===== src/rtl/elevator_ctrl_n.sv =====
// elevator_ctrl_n: collective (SCAN) elevator controller for NUM_FLOORS floors.
// Latches car, hall-up and hall-down calls. Keeps travelling in one direction
// while calls remain ahead, then reverses. Door and travel timing come from
// internal down-counters.
module elevator_ctrl_n #(
  parameter int NUM_FLOORS    = 4,
  parameter int FLOOR_W       = 2,
  parameter int TRAVEL_CYCLES = 10,
  parameter int DOOR_CYCLES   = 10
) (
  input  logic                  clk,
  input  logic                  reset_n,
  input  logic [NUM_FLOORS-1:0] car_call,
  input  logic [NUM_FLOORS-1:0] hall_up,
  input  logic [NUM_FLOORS-1:0] hall_dn,
  input  logic                  door_hold,
  input  logic                  enable,
  output logic [FLOOR_W-1:0]    floor,
  output logic                  dir_up,
  output logic                  moving,
  output logic                  door_open,
  output logic                  stop,
  output logic                  arrive,
  output logic [NUM_FLOORS-1:0] pending
);

  localparam int TW = $clog2(TRAVEL_CYCLES + 1);
  localparam int DW = $clog2(DOOR_CYCLES + 1);

  localparam logic [1:0] S_IDLE = 2'd0;
  localparam logic [1:0] S_MOVE = 2'd1;
  localparam logic [1:0] S_DOOR = 2'd2;

  localparam logic [FLOOR_W-1:0]    TOP_FLOOR   = FLOOR_W'(NUM_FLOORS - 1);
  localparam logic [FLOOR_W-1:0]    BOT_FLOOR   = '0;
  localparam logic [NUM_FLOORS-1:0] UP_MASK     = {1'b0, {(NUM_FLOORS-1){1'b1}}};
  localparam logic [NUM_FLOORS-1:0] DN_MASK     = {{(NUM_FLOORS-1){1'b1}}, 1'b0};
  localparam logic [TW-1:0]         TRAVEL_LOAD = TW'(TRAVEL_CYCLES - 1);
  localparam logic [DW-1:0]         DOOR_LOAD   = DW'(DOOR_CYCLES - 1);

  logic [1:0]            state, state_nx;
  logic [FLOOR_W-1:0]    floor_nx, next_floor, entry_floor;
  logic                  dir_nx, arrive_nx, enter_door;
  logic [TW-1:0]         travel_tmr, travel_nx;
  logic [DW-1:0]         door_tmr, door_nx;
  logic [NUM_FLOORS-1:0] car_q, up_q, dn_q;
  logic [NUM_FLOORS-1:0] car_in, up_in, dn_in;
  logic [NUM_FLOORS-1:0] clr_car, clr_up, clr_dn;
  logic [NUM_FLOORS-1:0] here_bit, next_bit, entry_bit;
  logic                  call_here;

  // One-hot vector selecting floor f.
  function automatic logic [NUM_FLOORS-1:0] floor_bit(input logic [FLOOR_W-1:0] f);
    logic [NUM_FLOORS-1:0] v;
    v = '0;
    for (int i = 0; i < NUM_FLOORS; i++) begin
      if (i == int'(f)) v[i] = 1'b1;
    end
    return v;
  endfunction

  // True when any call lies strictly beyond floor f in direction up.
  function automatic logic calls_ahead(input logic [NUM_FLOORS-1:0] p,
                                       input logic [FLOOR_W-1:0]    f,
                                       input logic                  up);
    logic found;
    found = 1'b0;
    for (int i = 0; i < NUM_FLOORS; i++) begin
      if (p[i] && (up ? (i > int'(f)) : (i < int'(f)))) found = 1'b1;
    end
    return found;
  endfunction

  assign pending   = car_q | up_q | dn_q;
  assign moving    = (state == S_MOVE);
  assign door_open = (state == S_DOOR);
  assign stop      = (state == S_IDLE);

  // Filter incoming calls: drop the meaningless hall bits, and while the door is open
  // turn a call for this floor into a door-timer reload instead of a latched call.
  always_comb begin
    here_bit  = floor_bit(floor);
    car_in    = car_call;
    up_in     = hall_up & UP_MASK;
    dn_in     = hall_dn & DN_MASK;
    call_here = 1'b0;
    if (state == S_DOOR) begin
      call_here = |((car_in | up_in | dn_in) & here_bit);
      car_in    = car_in & ~here_bit;
      up_in     = up_in & ~here_bit;
      dn_in     = dn_in & ~here_bit;
    end
  end

  // Dispatch, timers, and the call clears applied each time the door opens at a floor.
  always_comb begin
    state_nx    = state;
    floor_nx    = floor;
    dir_nx      = dir_up;
    travel_nx   = travel_tmr;
    door_nx     = door_tmr;
    arrive_nx   = 1'b0;
    enter_door  = 1'b0;
    entry_floor = floor;
    next_floor  = floor;
    next_bit    = '0;
    entry_bit   = '0;
    clr_car     = '0;
    clr_up      = '0;
    clr_dn      = '0;

    case (state)
      S_IDLE: begin
        if (enable && |(pending & here_bit)) begin
          enter_door = 1'b1;
        end else if (enable && |pending) begin
          if (!calls_ahead(pending, floor, dir_up)) dir_nx = ~dir_up;
          state_nx  = S_MOVE;
          travel_nx = TRAVEL_LOAD;
        end
      end
      S_MOVE: begin
        if (travel_tmr != '0) begin
          travel_nx = travel_tmr - TW'(1);
        end else begin
          next_floor = dir_up ? (floor + FLOOR_W'(1)) : (floor - FLOOR_W'(1));
          next_bit   = floor_bit(next_floor);
          floor_nx   = next_floor;
          arrive_nx  = 1'b1;
          if (|(car_q & next_bit) ||
              (dir_up ? |(up_q & next_bit) : |(dn_q & next_bit)) ||
              !calls_ahead(pending, next_floor, dir_up) || !enable) begin
            enter_door  = 1'b1;
            entry_floor = next_floor;
          end else begin
            travel_nx = TRAVEL_LOAD;
          end
        end
      end
      S_DOOR: begin
        if (door_hold || call_here) begin
          door_nx = DOOR_LOAD;
        end else if (door_tmr != '0) begin
          door_nx = door_tmr - DW'(1);
        end else if (!enable || !(|pending)) begin
          state_nx = S_IDLE;
        end else begin
          if (!calls_ahead(pending, floor, dir_up)) dir_nx = ~dir_up;
          state_nx  = S_MOVE;
          travel_nx = TRAVEL_LOAD;
        end
      end
      default: state_nx = S_IDLE;
    endcase

    if (enter_door) begin
      state_nx  = S_DOOR;
      door_nx   = DOOR_LOAD;
      entry_bit = floor_bit(entry_floor);
      clr_car   = entry_bit;
      if (dir_up) clr_up = entry_bit;
      else        clr_dn = entry_bit;
      if (!calls_ahead(pending, entry_floor, dir_up)) begin
        dir_nx = ~dir_up;
        clr_up = entry_bit;
        clr_dn = entry_bit;
      end
      if (entry_floor == TOP_FLOOR)      dir_nx = 1'b0;
      else if (entry_floor == BOT_FLOOR) dir_nx = 1'b1;
    end
  end

  // State, position, timers and call latches; a clear at the door floor beats a new call there.
  always_ff @(posedge clk or negedge reset_n) begin
    if (!reset_n) begin
      state      <= S_IDLE;
      floor      <= '0;
      dir_up     <= 1'b1;
      arrive     <= 1'b0;
      travel_tmr <= '0;
      door_tmr   <= '0;
      car_q      <= '0;
      up_q       <= '0;
      dn_q       <= '0;
    end else begin
      state      <= state_nx;
      floor      <= floor_nx;
      dir_up     <= dir_nx;
      arrive     <= arrive_nx;
      travel_tmr <= travel_nx;
      door_tmr   <= door_nx;
      car_q      <= (car_q | car_in) & ~clr_car;
      up_q       <= (up_q | up_in) & ~clr_up;
      dn_q       <= (dn_q | dn_in) & ~clr_dn;
    end
  end

endmodule


===== config.mk =====
export PLATFORM = sky130hd
export DESIGN_NAME = elevator_ctrl_n
export DESIGN_NICKNAME = d
export VERILOG_FILES = /design/src/rtl/elevator_ctrl_n.sv
export SDC_FILE = /design/constraint.sdc
export NUM_CORES = 1
export LEC_CHECK = 0
export CORE_UTILIZATION = 50
export DETAILED_ROUTE_END_ITERATION = 10
export GPL_ROUTABILITY_DRIVEN = 0
export HOLD_SLACK_MARGIN = 0.08
export PLACE_DENSITY = 0.83
export SLEW_MARGIN = 5
export SYNTH_ARGS = -nofsm -noshare
export SYNTH_HDL_FRONTEND = slang
export SYNTH_SLANG_ARGS = --single-unit

===== constraint.sdc =====
create_clock -name clk -period 3.05 [get_ports clk]
set_input_delay 0.7625 -clock clk [delete_from_list [all_inputs] [get_ports clk]]
set_output_delay 0.7625 -clock clk [all_outputs]
set_load 0.05 [all_outputs]

Word level (Yosys, flattened, before mapping)
Index checks and enable logic that the tools add are counted.

storage, ports and cells
  register bits after elaboration = 26
  bits of input ports = 16
  word-level logic and storage cells = 227

cells by class
  $add $sub $neg = 4
  order comparisons = 18
  eq/ne operators = 23
  mux-type cells = 107
  bitwise logic cells = 24
  reduce and logical (&&, ||, !) cells = 42

operator list
  kind                 number
  $mux 4               21
  $mux 1               73
  $and 4x4->4          10
  $or 4x4->4           6
  $reduce_or 4->1      6
  $mux 2               9
  $not 4->4            4
  $logic_and 1x1->1    14
  $eq 2x2->1 const A   6
  $gt 2x2->1 const A   6
  $lt 1x2->1 const A   6
  $ne 3x3->1 const B   4
  $pmux 4 s3           1
  $logic_not 2->1      5
  $ne 2x2->1 const B   4
  $reduce_bool 4->1    2
  $sub 4x1->4 const B  2
  $reduce_and 7->1     1
  $eq 1x2->1 const A   3
  $gt 1x2->1 const A   3
  $lt 2x2->1 const A   3
  $pmux 2 s3           1
  $reduce_bool 3->1    2
  $logic_or 1x1->1     5
  other kinds (14)     21

Logic depth before layout (Yosys ltp)
Gate-level depths: netlist of the first run.

  depth after elaboration = 29
  depth in mapped cells = 12
  gate-level depth less buffers = 10

Least setup slack after synthesis of the first run
Ideal clock, no wire load.

  path type = reg-to-reg
  from = reg floor[1]
  to = reg dn_q[1]
  arrival time = 3.297 ns
  required time = 2.921 ns
  setup slack = -0.377 ns
  cell stages (with the launch flop) = 13
  path buffers = 2
  path through = dfrtp_1 clkinv_1 ha_1 buf_6 nand2_1 a21o_1 o2111a_2 and4_4 buf_6 nor3_2 o21ai_1 and2_4 o41a_1

on the way
  word-level cells in the longest chain between the ends = 29
  elaborated cells on any way between the ends = 98
  those cells by class = add/sub (2); order compare (12); eq/ne (7); mux (49); bitwise (9); reduce/logical (19)

RTL lines
  what                                        RTL line  RTL
  start, declared                             18        output logic [FLOOR_W-1:0] floor,
  start signal, assigned                      187       floor <= floor_nx;
  $sub 2x1->2 or $add 2x1->2 (tied branches)  126       next_floor = dir_up ? (floor + FLOOR_W'(1)) : (floor - FLOOR_W'(1));
  $mux 2                                      126
  $lt 1x2->1                                  69        if (p[i] && (up ? (i > int'(f)) : (i < int'(f)))) found = 1'b1;
  $mux 1                                      69
  $logic_and 1x1->1                           69
  $mux 1 (4 in a row)                         69
  $mux 1                                      123       if (travel_tmr != '0) begin
  $mux 1                                      112       case (state)
  [... 7 more ...]                            n/a
  $mux 1                                      69
  $logic_and 1x1->1                           69
  $mux 1 (4 in a row)                         69
  $mux 1                                      156       if (enter_door) begin
  $mux 4                                      163       if (!calls_ahead(pending, entry_floor, dir_up)) begin
  $mux 4                                      156
  $not 4->4                                   194       dn_q <= (dn_q | dn_in) & ~clr_dn;
  $and 4x4->4 *                               194
  end signal, assigned                        194
  end, declared                               46        logic [NUM_FLOORS-1:0] car_q, up_q, dn_q;

Every way passes the cells marked *; elsewhere a longest branch is shown, timed or not. The select of a mux whose other input is x is not followed.
A chain may end at the register's enable or synchronous reset.

Worst setup path after layout of the first run
Same ends and word-level chain as after synthesis.

==> qor.yml, run 1 <==
outcome:
  outcome: "complete, no violations"
floorplan:
  start_util: 0.531
  fp.dieW_um: 64.8
  fp.dieH_um: 64.8
  core-area_um2: 3720
  design.die.area_um2: 4200
  ios: 27
  row_count: 22
timing:
  finalCriticalPeriod_ps: 2870
  slew_viol_final: 0
  tns_ps: 0
  skew_ps: 3.45
  rsz0062_at_grt: "no"
  min_period_over_period: 0.941
  relSlewSlack: 0.599
  hold_viol: 0
  fmax_mhz: 349
  worstMarginPinSlew_ps: 597
  setup_viol: 0
pwr:
  p_sw_frac: 0.508
  p_clk_frac: 0.082
  leakage_nw: 0.897
  pwr-share-comb: 0.676
  power_mw: 2.47
  switchingPower_mw: 1.25
  vdd_drop_max_v: 0.000538
  p_int_mw: 1.21
  power.share.sequential: 0.241
  powerDensity_nw_per_um2: 1040
setup_path:
  endpoint_kind: "flip-flop"
  worstSetupStartpointType: "flip-flop"
  cp.required_ps: 3210
  rr_worst_depth: 11
  timing.rr.start: "floor[1]"
  path_max_fanout: 10
  worstPathArrival_ps: 3030
  worstSetupPathType: "reg -> reg"
  timing.rr.end: "dn_q[1]"
  r2r_setup_slack_ps: 180
hold_path:
  min_to: "travel_tmr[3]"
  hold_start: "travel_tmr[3]"
  min_path_type: "reg -> reg"
  holdPathStages: 1
routing:
  wl_mm: 5.31
  wl_per_cell_um: 17.1
  firstDrtPassIters: 5
  drc: 0
  num_vias: 1981
  ant_nets: 0
  vias_per_cell: 6.39
  drtIter0Drc: 265
layout:
  synthToLayoutAreaGrowth_pct: 20.7
  drive_gt1_frac: 0.160
  diodes: 0
  final_nets: 289
  stdcell_count: 310
  fin_util: 0.641
  fill_cells: 317
synthesis:
  synth_seq_cells: 26
  synth_cell_types: 59
  syn_area_um2: 1970
  syn-instance-count: 227
  synth_nets: 253
  async_reset_ff_frac: 1.00
  yosys_most_used_dff: "dfrtp_1"
  synth_seq_area_share: 0.331
  avgSynthCellArea_um2: 8.69
  synth_edf_count: 0
  yosys_warnings: 0
clocking:
  cts_num_sinks: 26
  cts_hold_buf: 0
  htreeDepth: 1
  cts_setup_buffers: 0
  cts_resized: 0
  path_clk_slew_ps: 90
  worst_skew_pair.late_latency_ps: 270
  cts_tree: "done"
  cts-root-buf: "clkbuf_8"
  cts_max_path_buffers: 2
  cts_buffers: 3
job:
  max_cap_viol_count: 0
placement:
  dp.final_hpwl_mm: 4.00
  numPortBuffers: 24
  place_inst: 306
global_routing:
  grt_first_pass_wirelength_mm: 8.80
  overflow: 0
  antenna_found_initial: 0
  grt_max_degree: 29
  grtUsageTotal: 0.276
  grt_pass1_vias: 1801
==> layout make-up <==
cell class                 count  area (µm²)  share of cell area
sequential                    26         654               0.275
clock buffer                   4        45.0              0.0189
timing repair buffer          37         338               0.142
inverter                      17        65.1              0.0273
tap                           48        60.1              0.0252
multi-input combinational    178        1220               0.512
==> power by group through the flow <==
stage,logic (mW),clock network (mW),registers [mW]
CTS,1.64,0.206,0.590
finish,1.67,0.203,0.595
detailed placement,1.63,0,0.597
global route,1.81,0.223,0.615
floorplan,1.10,0,0.655
global placement,1.59,0,0.592
==> synthesized netlist by cell type, types with 5 or more instances <==
master | n | share of area
nor3_1 | 5 | 0.013
ha_1 | 10 | 0.063
inv_1 | 11 | 0.021
mux2i_1 | 5 | 0.025
a21oi_1 | 21 | 0.053
nand3_1 | 10 | 0.025
dfrtp_1 | 25 | 0.32
nand2_1 | 22 | 0.042
nor2_1 | 15 | 0.029
o31ai_1 | 10 | 0.038
o21ai_0 | 13 | 0.033
==> cell families after synthesis <==
logic type,synth area share
AND/OR/NAND/NOR,0.212
multiplexers,0.0311
XOR/XNOR,0.0171
flip-flops,0.331
adder cells (fa/ha/maj),0.0635
buffers and inverters,0.0527
AO/OA/AOI/OAI,0.293
==> registers in the layout, indices dropped and copies added, names as in the netlist <==
register,flops
state,2
floor,2
door_tmr,4
travel_tmr,4
car_q,4
dn_q,4
dir_up,1
arrive,1
up_q,4
==> layer usage <==
| metal | track usage | routed length (µm) |
|---|---|---|
| met5 | 0 | 0 |
| met4 | 0.117 | 131 |
| met3 | 0.0317 | 379 |
| met2 | 0.432 | 2520 |
| met1 | 0.383 | 2280 |
==> per-stage QoR <==
| step | setup WS, ps | area [µm²] | hold slack, ps |
|---|---|---|---|
| after floorplan | 10.1 | 1980 | 453 |
| after global placement | 179 | 2330 | 476 |
| after CTS | 79.0 | 2380 | 491 |
| after global routing | 64.7 | 2380 | 520 |
| final | 181 | 2380 | 493 |
| after detailed placement | 109 | 2330 | 474 |
==> worst max path at each step <==
stage / slack, ps / from / cells past startpoint / end
finish: 180 / floor[1] / 11 / dn_q[1]
global route: 60 / floor[1] / 11 / dn_q[1]
CTS: 80 / floor[1] / 11 / dn_q[1]
detailed placement: 110 / floor[1] / 11 / dn_q[1]
global placement: 180 / floor[1] / 11 / dn_q[1]
floorplan: 10 / floor[0] / 10 / dn_q[1]
==> placed cells by master, fill, tap and decap left out, types with 5 or more instances in the layout <==
cell type	instances
clkdlybuf4s50_1	24
dfrtp_1	23
nand2_1	22
a21oi_1	21
nor2_1	15
o21ai_0	13
buf_4	13
inv_1	11
nand3_1	10
o31ai_1	10
ha_1	9
nor3_1	5
mux2i_1	5
==> worst max-delay path, stage by stage (launching register included) <==
cell      delay (ps)
dfrtp_2          380
clkinv_2          60
ha_2             500
buf_4            190
nand2_1           70
a21o_1           180
o2111a_2         150
nand4_4          120
nand2_2          130
o31ai_1          420
inv_1            130
o41a_1           430
Note: power is estimated with default switching activity, not from simulation.
==> run 2, diff against run 1 <==
- CORE_MARGIN: default -> 8
- CTS_BUF_LIST: default -> sky130_fd_sc_hd__clkbuf_8
- SKIP_CTS_REPAIR_TIMING: default -> 1
==> qor.yml, run 2 (synthesized netlist as in run 1, its figures left out) <==
clocking:
  path_clk_slew_ps: 80  # about the same
  cts_max_path_buffers: 2  # unchanged
  cts-root-buf: "clkbuf_8"
  cts_buffers: 3  # unchanged
  cts_tree: "done"
  cts_num_sinks: 26  # unchanged
  worst_skew_pair.late_latency_ps: 270  # about the same
  htreeDepth: 1  # unchanged
floorplan:
  design.die.area_um2: 6210  # +48%
  core-area_um2: 3880  # +4.5%
  row_count: 23  # +4.5%
  fp.dieH_um: 78.8  # +22%
  start_util: 0.508  # -0.0231
  fp.dieW_um: 78.8  # +22%
  ios: 27  # unchanged
global_routing:
  overflow: 0  # unchanged
  antenna_found_initial: 0  # unchanged
  grt_first_pass_wirelength_mm: 8.83  # +0.32%
  grt_pass1_vias: 1853  # +2.9%
  grt_max_degree: 29  # unchanged
  grtUsageTotal: 0.172  # -0.104
placement:
  place_area_um2: 2330  # -0.21%
  dp_slack_ps: 104  # -4.77 ps
  numPortBuffers: 24  # unchanged
  dp.final_hpwl_mm: 4.02  # +0.59%
timing:
  slew_viol_final: 0  # unchanged
  finalCriticalPeriod_ps: 2840  # -31.1 ps
  skew_ps: 2.39  # -1.07 ps
  fmax_mhz: 352  # +1.1%
  worst_slack_ps: 212  # +31.1 ps
  rsz0062_at_grt: "no"
  min_period_over_period: 0.931  # -0.0102
  setup_viol: 0  # unchanged
  hold_viol: 0  # unchanged
  relSlewSlack: 0.611  # +0.0112
  worstMarginPinSlew_ps: 580  # -16.8 ps
  tns_ps: 0  # unchanged
  hold_slack_ps: 496  # +2.68 ps
routing:
  vias_per_cell: 6.25  # -2.2%
  num_vias: 1943  # -1.9%
  firstDrtPassIters: 4  # -1
  ant_nets: 0  # unchanged
  wl_per_cell_um: 16.8  # -2.0%
  wl_mm: 5.22  # -1.7%
  drc: 0  # unchanged
  drtIter0Drc: 305  # +15%
setup_path:
  worstSetupStartpointType: "flip-flop"
  cp.required_ps: 3200  # about the same
  worstSetupPathType: "reg -> reg"
  endpoint_kind: "flip-flop"
  path_max_fanout: 7  # -3
  worstPathArrival_ps: 2990  # -40 ps
job:
  max_cap_viol_count: 0  # unchanged
layout:
  fin_area_um2: 2400  # +0.68%
  fill_cells: 344  # +8.5%
  final_cell_mix: "clkdlybuf4s50_1 (24), dfrtp_1 (23), nand2_1 (22)"
  diodes: 0  # unchanged
  synthToLayoutAreaGrowth_pct: 21.6
  final_common_cell: "clkdlybuf4s50_1"
  drive_gt1_frac: 0.161  # +0.000614
  final_nets: 288  # -0.35%
hold_path:
  min_path_type: "reg -> reg"
pwr:
  leakage_nw: 0.899  # +0.26%
  powerDensity_nw_per_um2: 1030  # -0.26%
  vdd_drop_max_v: 0.000582  # +8.0%
outcome:
  outcome: "complete, no violations"
-- run 2: changes by cell type in the layout (fill, tap and decap cells not counted), sizes merged --
cell  before  now
buf       13   12
-- run 2: path summary, 6_finish.rpt --
kind | to | cells after the start | start | slack, ps
hold reg to reg | travel_tmr[3] | 1 | travel_tmr[3] | 500
max in group asynchronous | dir_up | 2 | reset_n | 1910
setup reg to reg | dn_q[2] | 10 | floor[0] | 210
hold / removal | travel_tmr[3] | 1 | travel_tmr[3] | 500
setup / recovery | dn_q[2] | 10 | floor[0] | 210
min in group asynchronous | door_tmr[1] | 2 | reset_n | 850
-- run 2: worst max-delay path, stage by stage (launching register included) --
cell and delay [ps]:
dfrtp_2 410, inv_1 80, ha_2 360, xnor2_4 260, mux2i_1 220, o2111a_2 260
nand4_4 140, a221oi_2 250, o21ai_1 110, and2_4 200, o41a_1 410
-- run 2: final cells by class --
| type | instances | area (µm²) | area share |
|---|---|---|---|
| multi-input combinational | 178 | 1230 | 0.513 |
| inverter | 17 | 65.1 | 0.0271 |
| tap | 50 | 62.6 | 0.0261 |
| clock buffer | 4 | 55.1 | 0.0230 |
| timing repair buffer | 36 | 330 | 0.138 |
| sequential | 26 | 654 | 0.273 |
-- run 2: where the power goes --
group          leakage, nW  switching (mW)  internal (mW)
Clock               0.0288           0.102          0.115
Combinational        0.583           0.993          0.660
Sequential           0.288           0.142          0.463
-- run 2: per-stage QoR --
stage | instances | util | power (mW)
5_1_grt | 311 | 0.617 | 2.67
4_1_cts | 311 | 0.614 | 2.43
3_3_place_gp | 307 | 0.599 | 2.17
6_report | 311 | 0.617 | 2.48
3_5_place_dp | 307 | 0.599 | 2.20
2_1_floorplan | 227 | - | 1.75
-- run 2: routing by layer --
| layer | global-route usage | vias up | wire, µm | share of wire |
|---|---|---|---|---|
| met3 | 0.0248 | 14 | 408 | 0.078 |
| met2 | 0.281 | 92 | 2410 | 0.46 |
| met5 | 0 | - | 0 | 0 |
| li1 | - | 920 | - | - |
| met4 | 0.0611 | 0 | 108 | 0.021 |
| met1 | 0.226 | 917 | 2290 | 0.44 |
